==> config.mk <==
export PLATFORM = sky130hd
export DESIGN_NAME = add_arbiter
export DESIGN_NICKNAME = d
export VERILOG_FILES = /design/src/rtl/add_arbiter.sv
export SDC_FILE = /design/constraint.sdc
export NUM_CORES = 1
export LEC_CHECK = 0
export ABC_AREA = 0
export CORE_ASPECT_RATIO = 0.75
export CORE_MARGIN = 3
export CORE_UTILIZATION = 55
export DETAILED_ROUTE_END_ITERATION = 10
export DONT_BUFFER_PORTS = 1
export GPL_ROUTABILITY_DRIVEN = 0
export MAX_ROUTING_LAYER = met4
export PLACE_DENSITY = 0.73
export SYNTH_ARGS = -nofsm -noshare
export SYNTH_HDL_FRONTEND = slang
export SYNTH_SLANG_ARGS = --single-unit
==> constraint.sdc <==
create_clock -name clk -period 3.1 [get_ports clk]
set_input_delay 0.93 -clock clk [delete_from_list [all_inputs] [get_ports clk]]
set_output_delay 0.93 -clock clk [all_outputs]
set_load 0.005 [all_outputs]
==> src/rtl/add_arbiter.sv <==
// rtl/add_arbiter.sv - two-requester round-robin arbiter around one shared 16-bit adder
// One operation in flight: IDLE grants, EXEC registers sum and flags, RESP holds until consumed.
module add_arbiter #(
  parameter int START_PRIO = 0
) (
  input  logic        clk,
  input  logic        rst,
  input  logic        req0_valid,
  input  logic [15:0] req0_x,
  input  logic [15:0] req0_y,
  output logic        req0_ready,
  input  logic        req1_valid,
  input  logic [15:0] req1_x,
  input  logic [15:0] req1_y,
  output logic        req1_ready,
  output logic        rsp_valid,
  input  logic        rsp_ready,
  output logic        rsp_id,
  output logic [15:0] rsp_z,
  output logic        rsp_carry,
  output logic        rsp_sign,
  output logic        rsp_parity,
  output logic        rsp_zero,
  output logic        rsp_overflow,
  output logic        busy
);

  typedef enum logic [1:0] {IDLE, EXEC, RESP} state_t;

  // Pointer holds the last granted requester, so reset seeds it with the other one.
  localparam logic RESET_LAST = (START_PRIO == 0) ? 1'b1 : 1'b0;

  state_t      state_q, state_d;
  logic        last_q, last_d;
  logic        id_q;
  logic [15:0] x_q, y_q;
  logic [15:0] z_q;
  logic        carry_q, sign_q, parity_q, zero_q, ovf_q;
  logic        rsp_id_q;

  logic        grant_id;
  logic        hs;
  logic [16:0] sum;

  always_comb begin
    grant_id = req1_valid;
    if (req0_valid && req1_valid) begin
      grant_id = ~last_q;
    end
  end

  assign req0_ready = !rst && (state_q == IDLE) && req0_valid && !grant_id;
  assign req1_ready = !rst && (state_q == IDLE) && req1_valid && grant_id;
  assign hs         = req0_ready | req1_ready;

  assign sum = {1'b0, x_q} + {1'b0, y_q};

  always_comb begin
    state_d = state_q;
    last_d  = last_q;
    case (state_q)
      IDLE: begin
        if (hs) begin
          state_d = EXEC;
        end
      end
      EXEC: begin
        state_d = RESP;
      end
      RESP: begin
        if (rsp_ready) begin
          state_d = IDLE;
          last_d  = rsp_id_q;
        end
      end
      default: begin
        state_d = IDLE;
      end
    endcase
  end

  always_ff @(posedge clk) begin
    if (rst) begin
      state_q <= IDLE;
      last_q  <= RESET_LAST;
    end else begin
      state_q <= state_d;
      last_q  <= last_d;
    end
  end

  always_ff @(posedge clk) begin
    if (rst) begin
      x_q      <= 16'h0000;
      y_q      <= 16'h0000;
      id_q     <= 1'b0;
      z_q      <= 16'h0000;
      carry_q  <= 1'b0;
      sign_q   <= 1'b0;
      parity_q <= 1'b0;
      zero_q   <= 1'b0;
      ovf_q    <= 1'b0;
      rsp_id_q <= 1'b0;
    end else begin
      if (hs) begin
        x_q  <= grant_id ? req1_x : req0_x;
        y_q  <= grant_id ? req1_y : req0_y;
        id_q <= grant_id;
      end
      if (state_q == EXEC) begin
        z_q      <= sum[15:0];
        carry_q  <= sum[16];
        sign_q   <= sum[15];
        parity_q <= ^sum[15:0];
        zero_q   <= (sum[15:0] == 16'h0000);
        ovf_q    <= (x_q[15] == y_q[15]) && (sum[15] != x_q[15]);
        rsp_id_q <= id_q;
      end
    end
  end

  assign rsp_valid    = (state_q == RESP);
  assign busy         = (state_q != IDLE);
  assign rsp_id       = rsp_id_q;
  assign rsp_z        = z_q;
  assign rsp_carry    = carry_q;
  assign rsp_sign     = sign_q;
  assign rsp_parity   = parity_q;
  assign rsp_zero     = zero_q;
  assign rsp_overflow = ovf_q;

endmodule
==> impl_metrics.env <==
export IMPL_synth_enable_flop_cells=0
export IMPL_avg_cell_area_syn_sq_um=8.77
export IMPL_synth_xor_xnor_area_share=0.0545
export IMPL_yosys_top_cells_area="dfxtp_1 (35%), mux2i_1 (9.7%), ha_1 (8.7%)"
export IMPL_grt_first_pass_wirelength_microns=12600
export IMPL_htree_num_levels=3
export IMPL_core_rowCount=23
export IMPL_finalMaxSlewViolations=0
export IMPL_cts_made_buffers=9
export IMPL_syn_instance_count=377
export IMPL_numPortBuffers=0
export IMPL_first_global_vias=2688
export IMPL_critical_path_top_delay_family="XOR/XNOR gates"
export IMPL_cts_root_to_sink_buffers=2
export IMPL_synth_ff_type="dfxtp_1"
export IMPL_detail_route_iter0_violations=120
export IMPL_largest_family_of_logic_cells_by_synthesized_area="compound AO/OA/AOI/OAI gates"
export IMPL_synth_ff_latch_count=57
export IMPL_synth_top_area_cell="dfxtp_1"
export IMPL_cp_buffers_inverters=0
export IMPL_maxClockFrequency_ghz=0.303
export IMPL_number_of_distinct_library_cell_variants_in_the_gate_level_netlist_after_synthesis=51
export IMPL_critical_path_max_stage_delay_ns=0.39
export IMPL_clk_transition_reported_paths_ns=0.07
export IMPL_power_per_cell_area_nw_per_um2=626
export IMPL_max_vdd_ir_drop_mv=0.482
export IMPL_synthSimpleGateAreaFrac=0.154
export IMPL_synth_compound_area_frac=0.213
export IMPL_master_cell_of_the_clock_root_buffer="clkbuf_8"
export IMPL_worst_setup_sp="y_q[4]"
export IMPL_clock_sinks=57
export IMPL_post_synth_fa_ha_maj_area_fraction=0.0931
export IMPL_route_detailed_drc=0
export IMPL_final_fill_count=456
export IMPL_cp_start_kind="flip-flop"
export IMPL_timing_setup_critical_path_class="flip-flop to flip-flop"
export IMPL_seq_area_frac_synth=0.345
export IMPL_placeableCoreArea_sq_um=5580
export IMPL_critPathMaxFanout=4
export IMPL_maximum_number_of_pins_on_one_net_before_global_route_repair=66
export IMPL_finish_utilization=0.687
export IMPL_rsz0062_at_grt="true"
export IMPL_min_from="id_q"
export IMPL_drt_pass1_iterations=4
export IMPL_worstHoldPathType="flip-flop to flip-flop"
export IMPL_initial_antenna_violation_count=0
export IMPL_critical_path_cell_chain="ha_4 > and2_4 > a221o_2 > a221o_1 > a21oi_2 > o21ai_1 > xnor2_1 > ha_1 > xor2_1 > xnor2_1 > xnor2_1 > xnor3_1 > xor2_1 > a21oi_1"
export IMPL_cts_hold_buf=0
export IMPL_required_worst_endpoint_ns=3.32
export IMPL_worst_path_max_delay_cell="a221o_1"
export IMPL_slew_headroom=0.322
export IMPL_max_slew_worst_pin_slew_ns=1.02
export IMPL_die_x_microns=95.5
export IMPL_max_cap_violations=0
export IMPL_power_static_leakage_uw=0.00152
export IMPL_wl_microns=7640
export IMPL_p_total_uw=2400
export IMPL_crit_path_frequent_cell="xnor2_1"
export IMPL_syn_area_sq_um=3310
export IMPL_min_period_ns=3.30
export IMPL_multi_input_comb_area_sq_um=2110
export IMPL_final_min_period_over_clock_period=1.07
export IMPL_synth_async_reset_ratio=0
export IMPL_endpoint_kind="flip-flop"
export IMPL_cts_tree="yes"
export IMPL_gr_total_overflow=0
export IMPL_die_h_microns=73.2
export IMPL_dp_hpwl_microns=5570
export IMPL_layout_drive_gt1_share=0.170
export IMPL_wl_per_cell_microns=16.3
export IMPL_number_of_vias_per_cell=5.79
export IMPL_setup_tns_final_ns=-0.203
export IMPL_yosysWarnings=0
export IMPL_final_nets=483
export IMPL_synth_fp_nets=470
export IMPL_worst_endpoint_arrival_ns=3.53
export IMPL_worstReg2RegStart="y_q[4]"
export IMPL_initial_core_util=0.592
export IMPL_i_o_pin_count=95
export IMPL_clock_latency_reported_for_the_late_side_of_the_worst_skew_pair_ns=0.35
export IMPL_grt_util_all_layers=0.240
export IMPL_synth_top_area_frac=0.345
export IMPL_run_status="finished with violations"
export IMPL_report_final_setup_viol=1
export IMPL_failed_checks="negative setup slack"
export IMPL_hold_violations=0
export IMPL_design_die_area_sq_um=6990
export IMPL_ant_nets=0
export IMPL_via_count=2723
export IMPL_setup_slack_ns=-0.203
export IMPL_regArea_sq_um=1150
export IMPL_n_antenna_cell=0
export IMPL_muxShareOfSynthArea=0.0969
export IMPL_syn_to_final_growth_pct=15.9
export IMPL_worst_clock_skew_ns=0.00936
[layer usage]
layer  track usage  vias to the layer above  part of all wire
met5             -                        -                 0
met1         0.292                     1244              0.47
li1              -                     1385                 -
met3        0.0732                       15             0.058
met2         0.378                       79              0.46
met4        0.0804                        0             0.016
[synth_stat cells, drive strengths merged, types with 2 or more instances]
master and count:
and2 6, o21ai 13, a211o 2, mux2i 32
ha 23, and3 3, o21a 3, a221o 2
inv 12, nand4 2, nand2b 4, a21boi 3
a21o 4, nand2 23, nor2 52, clkbuf 14
a21oi 28, xor2 8, a211oi 34, and2b 2
o31ai 2, dfxtp 57, nand3 12, xnor2 10
buf 8
[power by group]
part | switching, uW | total, uW | internal, uW | leakage [uW]
sequential | 49.7 | 852 | 802 | 0.000470
clock | 299 | 854 | 554 | 0.000120
combinational | 356 | 696 | 340 | 0.000931
[cells by family (layout without fill, tap and decap cells)]
group,count (synthesis),count (layout)
simple gates,111,111
buf+inv,34,52
xor+xnor,19,19
mux,32,32
flops,57,57
compound gates,100,100
fa+ha+maj,24,24
[cell type report]
type,instances,share of cell area
Clock buffer,11,0.0369
Clock inverter,5,0.0268
Inverter,12,0.0117
Multi-Input combinational cell,286,0.550
Sequential cell,57,0.300
Tap cell,75,0.0245
Timing Repair Buffer,24,0.0503
[through the flow]
step / worst slack [ns] / instance area, sq um / instances / hold WS, ns
6_report: -0.203 / 3830 / 470 / 0.446
5_1_grt: -0.369 / 3830 / 470 / 0.468
4_1_cts: -0.223 / 3820 / 470 / 0.446
3_5_place_dp: -0.246 / 3550 / 453 / 0.444
3_3_place_gp: -0.141 / 3550 / 453 / 0.446
2_1_floorplan: -0.0852 / 3350 / 377 / 0.432
[final timing paths]
kind                 to  slack [ns]  depth (start not counted)
max          rsp_parity       -0.20                         14
min              rsp_id        0.45                          2
max reg2reg  rsp_parity       -0.20                         14
min reg2reg      rsp_id        0.45                          2
[timing repair]
action / in CTS / in global routing
buffers inserted: 1 / 0
endpoints found under the setup margin: 1 / 1
gates resized for setup: 5 / 3
pin swaps: 11 / 5
[state kept, by name (all words and copies together), names as in the netlist]
name          flops
id_q              1
last_q            1
rsp_carry         1
rsp_id            1
rsp_overflow      1
rsp_parity        1
rsp_z            16
rsp_zero          1
state_q           2
x_q              16
y_q              16
[cell usage in the layout (no fill, tap or decap), types with 2 or more instances in the layout]
cell,instances
a211oi_1,34
a21boi_0,2
a21o_1,3
a21oi_1,25
a21oi_2,2
and2_1,5
and2b_2,2
and3_1,3
buf_4,23
bufinv_16,3
clkbuf_8,10
dfxtp_1,51
dfxtp_2,6
ha_1,20
ha_4,3
inv_1,12
mux2i_1,32
nand2_1,23
nand2b_1,4
nand3_1,11
nand4_1,2
nor2_1,52
o21a_1,2
o21ai_0,11
o31ai_1,2
xnor2_1,10
xor2_1,8
[worst min-delay path, delay by kind of cell (launching register included)]
family	cells	cell delay (ns)
AO/OA/AOI/OAI	1	0.05
flip-flops	1	0.31
AND/OR/NAND/NOR	1	0.05
Note: power is estimated with default switching activity, not from simulation.
